--- config.mk ---
export PLATFORM = sky130hd
export DESIGN_NAME = mmio_fabric
export DESIGN_NICKNAME = d
export VERILOG_FILES = /design/src/rtl/mmio_fabric_pkg.sv /design/src/rtl/mmio_timeout_ctr.sv /design/src/rtl/mmio_fabric.sv
export SDC_FILE = /design/constraint.sdc
export NUM_CORES = 1
export LEC_CHECK = 0
export BUFFER_PORTS_ARGS = -buffer_cell sky130_fd_sc_hd__buf_2
export CORE_MARGIN = 10
export CORE_UTILIZATION = 49
export CTS_CLUSTER_DIAMETER = 60
export DETAILED_ROUTE_END_ITERATION = 16
export GPL_TIMING_DRIVEN = 0
export MAX_ROUTING_LAYER = met4
export PLACE_DENSITY = 0.92
export SLEW_MARGIN = 15
export SYNTH_ARGS = -nofsm -noshare
export SYNTH_HDL_FRONTEND = slang
export SYNTH_SLANG_ARGS = --single-unit
--- constraint.sdc ---
create_clock -name clk -period 8.9 [get_ports clk]
set_input_delay 0.445 -clock clk [delete_from_list [all_inputs] [get_ports clk]]
set_output_delay 0.445 -clock clk [all_outputs]
set_load 0.02 [all_outputs]
--- src/rtl/mmio_fabric_pkg.sv ---
// Shared definitions for the MMIO fabric: FSM state codes, default error data
// and the slave index map of the standard system.
package mmio_fabric_pkg;

  typedef enum logic [1:0] {
    ST_IDLE = 2'd0,
    ST_BUSY = 2'd1,
    ST_RESP = 2'd2
  } state_e;

  localparam logic [31:0] ERR_RDATA_DEFAULT = 32'hDEADBEEF;

  localparam int SL_DMEM = 0;
  localparam int SL_VGA  = 1;
  localparam int SL_KBD  = 2;
  localparam int SL_TMR  = 3;

  // Counter width able to hold 0..timeout; never narrower than one bit.
  function automatic int cnt_width(input int timeout);
    return (timeout < 2) ? 1 : $clog2(timeout + 1);
  endfunction

endpackage

--- src/rtl/mmio_timeout_ctr.sv ---
// Slave-response watchdog: counts enabled cycles and flags the last one allowed.
// With TIMEOUT=0 the watchdog is absent and never expires.
module mmio_timeout_ctr
  import mmio_fabric_pkg::*;
#(
  parameter int TIMEOUT = 256
) (
  input  logic clk,
  input  logic rst,
  input  logic clr,
  input  logic en,
  output logic expire
);

  localparam int CW = cnt_width(TIMEOUT);

  generate
    if (TIMEOUT == 0) begin : g_off
      logic unused_inputs;
      assign unused_inputs = ^{clk, rst, clr, en};
      assign expire        = 1'b0;
    end else begin : g_on
      localparam logic [CW-1:0] LAST = CW'(TIMEOUT - 1);

      logic [CW-1:0] cnt_q;
      logic [CW-1:0] cnt_d;

      always_comb begin
        cnt_d = cnt_q;
        if (clr)     cnt_d = '0;
        else if (en) cnt_d = cnt_q + CW'(1);
      end

      // NOTE: state registers use non-blocking assignments so every flop
      // samples the pre-edge values of its neighbours.
      always_ff @(posedge clk or posedge rst) begin
        if (rst) cnt_q <= '0;
        else     cnt_q <= cnt_d;
      end

      assign expire = en && (cnt_q == LAST);
    end
  endgenerate

endmodule

--- src/rtl/mmio_fabric.sv ---
// CPU data-port interconnect: decodes the region field, runs req/ack with one
// slave at a time and turns unmapped or silent slaves into error responses.
module mmio_fabric
  import mmio_fabric_pkg::*;
#(
  parameter int              AW         = 32,
  parameter int              DW         = 32,
  parameter int              NUM_SLAVES = 4,
  parameter int              SEL_W      = 2,
  parameter int              SEL_LSB    = 28,
  parameter int              TIMEOUT    = 256,
  parameter logic [DW-1:0]   ERR_RDATA  = DW'(ERR_RDATA_DEFAULT)
) (
  input  logic                     clk,
  input  logic                     rst,
  input  logic                     cpu_req,
  input  logic                     cpu_we,
  input  logic [AW-1:0]            cpu_addr,
  input  logic [DW-1:0]            cpu_wdata,
  output logic [DW-1:0]            cpu_rdata,
  output logic                     cpu_ready,
  output logic [NUM_SLAVES-1:0]    s_req,
  output logic                     s_we,
  output logic [AW-1:0]            s_addr,
  output logic [DW-1:0]            s_wdata,
  input  logic [NUM_SLAVES*DW-1:0] s_rdata,
  input  logic [NUM_SLAVES-1:0]    s_ack,
  input  logic                     err_clr,
  output logic                     err_irq,
  output logic [AW-1:0]            err_addr
);

  state_e                  state_q, state_d;
  logic                    we_q, we_d;
  logic [AW-1:0]           addr_q, addr_d;
  logic [DW-1:0]           wdata_q, wdata_d;
  logic [SEL_W-1:0]        sel_q, sel_d;
  logic [NUM_SLAVES-1:0]   s_req_q, s_req_d;
  logic [DW-1:0]           rdata_q, rdata_d;
  logic                    err_irq_q, err_irq_d;
  logic [AW-1:0]           err_addr_q, err_addr_d;

  logic [SEL_W-1:0]        sel_in;
  logic                    mapped_in;
  logic                    ack_hit;
  logic                    expire;
  logic                    err_evt;
  logic [AW-1:0]           err_evt_addr;
  logic [DW-1:0]           slave_rdata;

  assign sel_in    = cpu_addr[SEL_LSB +: SEL_W];
  assign mapped_in = (int'(sel_in) < NUM_SLAVES);
  // s_req is one-hot on sel_q, so masking with it ignores acks from other slaves.
  assign ack_hit   = |(s_ack & s_req_q);

  always_comb begin
    slave_rdata = '0;
    for (int i = 0; i < NUM_SLAVES; i++) begin
      if (sel_q == SEL_W'(i)) slave_rdata = s_rdata[i*DW +: DW];
    end
  end

  mmio_timeout_ctr #(
    .TIMEOUT (TIMEOUT)
  ) u_timeout (
    .clk    (clk),
    .rst    (rst),
    .clr    (state_q != ST_BUSY),
    .en     (state_q == ST_BUSY),
    .expire (expire)
  );

  // NOTE: every combinational output gets a default before the case so no
  // path leaves it unassigned and no latch is inferred.
  always_comb begin
    state_d      = state_q;
    we_d         = we_q;
    addr_d       = addr_q;
    wdata_d      = wdata_q;
    sel_d        = sel_q;
    s_req_d      = s_req_q;
    rdata_d      = rdata_q;
    err_evt      = 1'b0;
    err_evt_addr = addr_q;

    case (state_q)
      ST_IDLE: begin
        if (cpu_req) begin
          we_d    = cpu_we;
          addr_d  = cpu_addr;
          wdata_d = cpu_wdata;
          sel_d   = sel_in;
          if (mapped_in) begin
            state_d = ST_BUSY;
            for (int i = 0; i < NUM_SLAVES; i++) s_req_d[i] = (sel_in == SEL_W'(i));
          end else begin
            state_d      = ST_RESP;
            err_evt      = 1'b1;
            err_evt_addr = cpu_addr;
            if (!cpu_we) rdata_d = ERR_RDATA;
          end
        end
      end
      ST_BUSY: begin
        // An ack arriving on the expiry cycle still completes normally.
        if (ack_hit) begin
          s_req_d = '0;
          state_d = ST_RESP;
          if (!we_q) rdata_d = slave_rdata;
        end else if (expire) begin
          s_req_d = '0;
          state_d = ST_RESP;
          err_evt = 1'b1;
          if (!we_q) rdata_d = ERR_RDATA;
        end
      end
      ST_RESP: state_d = ST_IDLE;
      default: begin
        state_d = ST_IDLE;
        s_req_d = '0;
      end
    endcase

    // A new error beats a simultaneous clear and reloads the address.
    err_irq_d  = err_irq_q;
    err_addr_d = err_addr_q;
    if (err_evt) begin
      err_irq_d = 1'b1;
      if (!err_irq_q || err_clr) err_addr_d = err_evt_addr;
    end else if (err_clr) begin
      err_irq_d  = 1'b0;
      err_addr_d = '0;
    end
  end

  always_ff @(posedge clk or posedge rst) begin
    if (rst) begin
      state_q    <= ST_IDLE;
      we_q       <= 1'b0;
      addr_q     <= '0;
      wdata_q    <= '0;
      sel_q      <= '0;
      s_req_q    <= '0;
      rdata_q    <= '0;
      err_irq_q  <= 1'b0;
      err_addr_q <= '0;
    end else begin
      state_q    <= state_d;
      we_q       <= we_d;
      addr_q     <= addr_d;
      wdata_q    <= wdata_d;
      sel_q      <= sel_d;
      s_req_q    <= s_req_d;
      rdata_q    <= rdata_d;
      err_irq_q  <= err_irq_d;
      err_addr_q <= err_addr_d;
    end
  end

  assign cpu_ready = (state_q == ST_RESP);
  assign cpu_rdata = rdata_q;
  assign s_req     = s_req_q;
  assign s_we      = we_q;
  assign s_addr    = addr_q;
  assign s_wdata   = wdata_q;
  assign err_irq   = err_irq_q;
  assign err_addr  = err_addr_q;

endmodule

# Word-level counts from Yosys, hierarchy flattened
# Index checks and enable logic that the tools add are counted.
word_totals:
  ff_bits: 147
  inputBits: 201
  word_cells: 69
op_classes:
  n_addsub: 1
  eq_ne: 15
  mux: 26
  bitwise: 2
  n_reduce_logical: 15
ops:
  columns: ["cell", "count"]
  rows:
  - ["$mux 32", 11]
  - ["$mux 9", 2]
  - ["$mux 4", 3]
  - ["$pmux 4 s3", 1]
  - ["$eq 2x2->1 const B", 5]
  - ["$add 9x1->9 const B", 1]
  - ["$eq 9x8->1 const B", 1]
  - ["$eq 2x1->1 const B", 3]
  - ["$logic_not 2->1", 3]
  - ["$mux 2", 3]
  - ["$ne 2x2->1 const B", 3]
  - ["$reduce_and 2->1", 3]
  - ["$reduce_bool 2->1", 3]
  - ["$mux 1", 5]
  - ["$and 4x4->4", 1]
  - ["$ne 2x1->1 const B", 2]
  - ["$pmux 2 s2", 1]
  - ["$reduce_and 4->1", 1]
  - ["$reduce_or 4->1", 1]
  - ["$ne 3x3->1 const B", 1]
  - ["$reduce_and 3->1", 1]
  - ["$logic_and 1x1->1", 1]
  - ["$logic_not 1->1", 1]
  - ["$logic_or 1x1->1", 1]
  - ["$not 1->1", 1]

# Longest topological paths before layout
# Gate-level depths: netlist of the first run.
depth:
  ltp_word: 7
  ltp_mapped: 8
  ltp_nobuf: 7

# By module
# Synthesis of the first run repeated with hierarchy kept, for this count alone.
unflattened:
  hier_cells: 539
  hier_area_um2: 6312.3
modules_own_cells:
  columns: ["mod", "instances", "cells_each", "area_per_inst_um2", "seq_area_each_um2"]
  rows:
  - ["mmio_fabric", 1, 493, 5853.1, 3403.3]
  - ["mmio_timeout_ctr", 1, 46, 459.2, 225.2]

# Least setup slack after synthesis of the first run
# Ideal clock, no wire load.
synth_path:
  path_kind: "register to register"
  from: "reg u_timeout.g_on.cnt_q[0]"
  to: "reg err_addr_q[29], in the netlist err_addr[29]"
  t_arrival_ns: 1.848
  t_required_ns: 8.779
  slack_ns: 6.930
  path_stages_with_launch: 9
  n_path_buf: 1
  period_less_slack_ns: 1.970
  path_cell_list: "dfrtp_1 ha_1 nand3_1 nor2_1 ha_1 nand3b_1 o41a_4 buf_6 a22o_1"
synth_via:
  elab_chain_len: 7
  word_cells_on_any_way: 9
  classes_between: "eq/ne (2); mux (4); reduce/logical (3)"
synth_lines:
  columns: ["element", "line", "source"]
  rows:
  - ["start: declaration", "mmio_timeout_ctr.sv:25", "logic [CW-1:0] cnt_q;"]
  - ["start signal: assignment", "mmio_timeout_ctr.sv:38", "else cnt_q <= cnt_d;"]
  - ["$eq 9x8->1 (*)", "mmio_timeout_ctr.sv:41", "assign expire = en && (cnt_q == LAST);"]
  - ["$logic_and 1x1->1 (*)", "mmio_timeout_ctr.sv:41", null]
  - ["$mux 1 (*)", "mmio_fabric.sv:110", "end else if (expire) begin"]
  - ["$mux 1 (*)", "mmio_fabric.sv:106", "if (ack_hit) begin"]
  - ["$mux 1 (*)", null, null]
  - ["$ne 2x1->1 (no line) or $reduce_bool 2->1 (tied branches)", null, null]
  - ["$reduce_and 2->1 (no line)", null, null]
  - ["end signal: assignment", "mmio_fabric.sv:156", "err_addr_q <= err_addr_d;"]
  - ["end: declaration", "mmio_fabric.sv:41", "logic [AW-1:0] err_addr_q, err_addr_d;"]
# Mark *: on every way between the ends. The rest lies on a longest branch, timed or not.
# A chain may end at the register's enable or synchronous reset.

# Final worst setup path of the first run
layout_path:
  from: "reg u_timeout.g_on.cnt_q[0]"
  to: "reg err_addr_q[15], in the netlist err_addr[15]"
# Same word-level chain as after synthesis.

==> results of run 1 <==
state kept, by name, indices dropped and copies added, names as in the netlist:
name / count
cpu_rdata: 32
err_addr: 32
err_irq: 1
s_addr: 32
s_req: 4
s_wdata: 32
s_we: 1
state_q: 2
u_timeout.g_on.cnt_q: 9
metrics by stage:
step,utilization [%],instances
after floorplan,-,532
final,70.3,1073
after global routing,70.3,1073
after global placement,64.8,1039
after CTS,70.2,1072
after detailed placement,65.1,1040
report_power, final:
part | switching, mW | internal (mW) | total, mW
clock | 0.276 | 0.505 | 0.782
combinational | 0.797 | 0.507 | 1.30
sequential | 0.165 | 0.891 | 1.06
layout by cell type, fill, tap and decap left out, drive strengths merged, types with 2 or more instances in the layout:
cell and instances:
nand3 4, clkbuf 34, a22o 43, inv 4, buf 355, a21oi 3, or3 3, ha 2
o22a 24, nor2b 4, nand2 198, nor2 7, dfrtp 145, clkinvlp 3, o21ai 5, nor3b 2
xor2 2, a22oi 2, clkinv 4, mux4 32, bufinv 5, or3b 2
final cells by class:
class | count | area share, %
Antenna cell | 1 | 0.0283
Tap cell | 172 | 2.44
Buffer | 34 | 1.87
Multi-Input combinational cell | 350 | 27.7
Clock inverter | 13 | 2.37
Sequential cell | 145 | 41.1
Timing Repair Buffer | 336 | 19.3
Inverter | 3 | 0.213
Clock buffer | 19 | 5.02
worst max-delay path by stage:
stage	to	slack, ps	cells past startpoint
floorplan	cpu_rdata[0]	4560	1
global placement	s_addr[22]	3070	2
global route	err_addr[26]	6130	8
CTS	err_addr[26]	6320	8
detailed placement	err_addr[23]	6360	8
finish	err_addr[15]	6390	8
metal layers:
layer / routed length [µm] / share of wire [%] / vias to the layer above
met1: 8420 / 38 / 2863
li1: - / - / 2591
met2: 11500 / 52 / 311
met4: 540 / 2.4 / 0
met5: 0 / 0 / -
met3: 1890 / 8.4 / 43
cell families after synthesis:
| logic type | count (synthesis) | synth area share (%) |
|---|---|---|
| simple gates | 226 | 14.6 |
| mux | 32 | 11.5 |
| xor+xnor | 3 | 0.420 |
| buf+inv | 37 | 2.82 |
| flops | 145 | 58.1 |
| compound gates | 87 | 12.1 |
| fa+ha+maj | 2 | 0.400 |
worst max-delay path, stage by stage (launching register included):
cell,delay (ps)
dfrtp_1,360
ha_1,230
nand3_1,90
nor2_1,110
ha_1,280
nand3b_1,180
nor4_2,670
buf_2,350
a22o_1,170
==> out/metrics.yaml, run 1 <==
status:
  status: "finished clean"
worst_hold_path:
  hp-class: "in -> async"
clocking:
  clk_pin_slew_ps: 60
  post-cts-setup-buffer-count: 0
  cts_resized: 0
  numCtsBuffers: 17
  cts_root_buf: "clkbuf_16"
  cts_tree: "built"
  postCtsHoldBufs: 0
  clockBufferDepth: 2
  htree_levels: 4
  cts.sinks: 145
  clk_latency_ps: 420
timing:
  maxSlewHeadroom_pct: 49.7
  drv_slew: 0
  timing.final.ws_setup_ps: 6390
  timing.final.crit_period_ps: 2510
  rsz0062_at_grt: "no"
  worst_slew_pin_slew_ps: 748
  fin_tns_setup_ps: 0
  finalSetupViolations: 0
  hold_slack_ps: 56.8
  fin_skew_ps: 7.33
  hold_violations: 0
  fin_crit_sh_pct: 28.2
  max_freq_mhz: 398
pwr:
  power_mw: 3.14
  p_leak_nw: 4.74
  vdd_drop_max_mv: 0.249
  power.density_nw_per_um2: 356
drt:
  dr.pass1.iters: 5
  vias: 5808
  ant_nets: 0
  first_iter_violations: 414
  vias_per_cell: 5.41
  wl_mm: 22.4
  drc: 0
  wl_per_cell_um: 20.9
place:
  io_buffer_count: 335
  preCtsSetupSlack_ps: 6360
  place_area_um2: 8180
  gp_congestion: 0.917
  hpwl_mm: 17.7
global_route:
  busiest_layer: "met2"
  gr-total-overflow: 0
  grt_pass1_vias: 6391
  grt_util_all_layers_pct: 25.8
  grt_max_degree: 77
  met3_usage_pct: 7.42
  grt_use_met2_pct: 43.6
  grt_pass1_wl_mm: 34.8
  use_met1_pct: 28.1
  antenna_found_initial: 1
setup_path:
  endpoint_kind: "flop"
  rr_endpoint: "err_addr[15]"
  reg2reg_setup_slack_ps: 6390
  cp-startpoint: "u_timeout.g_on.cnt_q[0]"
  critPathLaunchType: "flop"
  r2r_cells: 8
  rr_startpoint: "u_timeout.g_on.cnt_q[0]"
  arrival_ps: 2860
  setup.worst_path.class: "reg -> reg"
  worstPathMaxFanout: 10
  cp.required_ps: 9250
logic_synthesis:
  yosys_warnings: 0
  syn_area_um2: 6250
  yosysTopAreaCellShare_pct: 58.1
  ys_types: 41
  syn_inst: 532
  ys_top_cells_by_count: "198 x nand2_1, 145 x dfrtp_1, 42 x a22o_1, 32 x mux4_2, 24 x o22a_1"
  synth_edf_count: 0
  ys_seq_elements: 145
  yosysMostFrequentCell: "nand2_1"
  synth_area_leaders: "dfrtp_1 58%, nand2_1 12%, mux4_2 12%"
  ys.flop_type: "dfrtp_1"
  avgSynthCellArea_um2: 11.7
  async_flop_share_pct: 100
  synth_top_area_cell: "dfrtp_1"
  ys_seq_area_share_pct: 58.1
  syn_nets: 735
die:
  design.die.area_um2: 17700
  start_util_pct: 49.7
  core_um2: 12600
  die_x_um: 133
  rows: 41
  die_h_um: 133
  pin_count: 336
finish:
  finalInstanceArea_um2: 8830
  area_growth_pct: 41.3
  regArea_um2: 3630
  n_fill_cell: 907
  drive_gt1_share_pct: 46.8
  multi_input_area_um2: 2440
  nets: 1090
flow_run:
  drv_cap: 0
Power figures use the tool's default switching activity.
==> inputs of run 2 (changes only) <==
CORE_UTILIZATION = 41   (was 49)
PLACE_DENSITY = 0.83   (was 0.92)
clock period = 2.1 ns   (was 8.9 ns; I/O delays follow)
==> run 2 against run 1 <==
Maximum frequency increased by 24%. Highest routed layer unchanged. Hold slack worse by 14 ps. Combinational power increased to 4.4 times the previous value. Final area rose by 9.5%. Clock skew rose by 1.1 ps. Core utilization down 6.2 points. Global-route usage is 0.71 points lower. Critical path type unchanged. Largest power group unchanged. Non-clock buffer count up 80. Sequential power increased to 4.3 times the previous value. Worst setup slack lost 6300 ps. Flip-flop and latch count did not move.
==> out/metrics.yaml, run 2 (synthesized netlist as in run 1, its figures left out) <==
finish:
  final_cell_mix: "344 x buf_2, 198 x nand2_1, 145 x dfrtp_1"  # was 347 x buf_2, 198 x nand2_1, 145 x dfrtp_1
  drive_gt1_share_pct: 45.1  # was 46.8%
  finalInstanceArea_um2: 9670  # was 8830 µm²
  area_growth_pct: 54.7  # was 41.3%
  fin_util_pct: 64.1  # was 70.3%
  final_common_cell: "buf_2"  # unchanged
  nets: 1170  # was 1090
  stdcell_count: 1176  # was 1073
place:
  dp.cells: 1060  # was 1040
  gp_congestion: 0.909  # was 0.917
  io_buffer_count: 335  # unchanged
  preCtsSetupSlack_ps: -632  # was 6360 ps
  hpwl_mm: 18.9  # was 17.7 mm
  place_area_um2: 8280  # was 8180 µm²
timing:
  fin_tns_setup_ps: 0  # unchanged
  max_freq_mhz: 494  # was 398 MHz
  timing.final.ws_setup_ps: 74.5  # was 6390 ps
  fin_skew_ps: 8.40  # was 7.33 ps
  worst_slew_pin_slew_ps: 738  # was 748 ps
  maxSlewHeadroom_pct: 50.5  # was 49.7%
  hold_violations: 0  # unchanged
  timing.final.crit_period_ps: 2030  # was 2510 ps
  drv_slew: 0  # unchanged
  hold_slack_ps: 42.6  # was 56.8 ps
  fin_crit_sh_pct: 96.5  # was 28.2%
  rsz0062_at_grt: "yes"  # was no
  finalSetupViolations: 0  # unchanged
drt:
  first_iter_violations: 296  # was 414
  drc: 0  # unchanged
  vias: 6199  # was 5808
  ant_nets: 0  # unchanged
  wl_mm: 25.8  # was 22.4 mm
  wl_per_cell_um: 21.9  # was 20.9 µm
  dr.pass1.iters: 4  # was 5
  vias_per_cell: 5.27  # was 5.41
setup_path:
  endpoint_kind: "flop"  # unchanged
  arrival_ps: 2330  # was 2860 ps
  worstPathMaxFanout: 10  # unchanged
  r2r_cells: 8  # unchanged
  setup.worst_path.class: "reg -> reg"  # unchanged
  reg2reg_setup_slack_ps: 70  # was 6390 ps
  cp.required_ps: 2400  # was 9250 ps
  critPathLaunchType: "flop"  # unchanged
global_route:
  grt_util_all_layers_pct: 25.0  # was 25.8%
  grt_pass1_wl_mm: 37.7  # was 34.8 mm
  gr-total-overflow: 0  # unchanged
  antenna_found_initial: 3  # was 1
  grt_pass1_vias: 6753  # was 6391
  grt_max_degree: 37  # was 77
die:
  rows: 45  # was 41
  die_h_um: 143  # was 133 µm
  start_util_pct: 41.4  # was 49.7%
  core_um2: 15100  # was 12600 µm²
  pin_count: 336  # unchanged
  design.die.area_um2: 20600  # was 17700 µm²
  die_x_um: 143  # was 133 µm
clocking:
  cts_root_buf: "clkbuf_16"  # unchanged
  numCtsBuffers: 17  # unchanged
  cts.sinks: 145  # unchanged
  clk_pin_slew_ps: 60  # about the same
  clk_latency_ps: 420  # about the same
  htree_levels: 4  # unchanged
  clockBufferDepth: 2  # unchanged
  cts_tree: "built"  # unchanged
flow_run:
  drv_cap: 0  # unchanged
status:
  status: "finished clean"  # unchanged
pwr:
  power_mw: 13.2  # was 3.14 mW
  p_leak_nw: 5.08  # was 4.74 nW
  vdd_drop_max_mv: 0.709  # was 0.249 mV
  power.density_nw_per_um2: 1360  # was 356 nW/µm²
worst_hold_path:
  whs_path_depth: 3
  hp-class: "in -> reg"  # was in -> async
==> run 2: final cells by class <==
cell class | instances | area, µm²
fillers | 1152 | 5420
flip-flops and latches | 145 | 3630
repair buffers | 416 | 2530
multi-input cells | 350 | 2480
clock buffers | 19 | 443
well taps | 188 | 235
plain buffers | 34 | 198
clock inverters | 13 | 114
diodes | 8 | 20.0
inverters | 3 | 15.0
==> run 2: what timing repair did <==
action                                 in CTS  in global routing
pin swaps                                   4                  4
hold buffers                               66                  0
setup buffers                               8                  2
gates resized for setup                     8                 12
endpoints found under the hold margin      87                  0
setup endpoints to repair                  38                 54
==> run 2: layer usage <==
| metal | vias to the layer above | global-route usage, % | share of wire (%) |
|---|---|---|---|
| met5 | - | - | 0 |
| met4 | 0 | 11.9 | 3.5 |
| met3 | 57 | 6.90 | 9.6 |
| met2 | 349 | 42.1 | 51 |
| met1 | 3038 | 27.0 | 36 |
| li1 | 2755 | - | - |
==> run 2: path summary, 6_finish.rpt <==
check                                              from      endpoint
worst max-delay path            u_timeout.g_on.cnt_q[0]   err_addr[0]
worst min-delay path                            err_clr       err_irq
worst max register to register  u_timeout.g_on.cnt_q[0]   err_addr[0]
worst min register to register              s_wdata[14]   s_wdata[14]
max in group asynchronous                           rst    s_addr[17]
min in group asynchronous                           rst  err_addr[13]
==> run 2: power by group <==
group,leakage [nW],internal (mW),switching [mW]
Sequential,1.84,3.78,0.730
Clock,0.273,1.66,1.22
Combinational,2.97,2.28,3.50
==> run 2: worst max-delay path, stage by stage (launching register included) <==
cell      delay (ps)
dfrtp_1          400
ha_4             150
nand3_2           60
nor2_2           100
ha_2             200
nand3b_1         140
o41a_4           450
buf_6            170
a22o_1           240
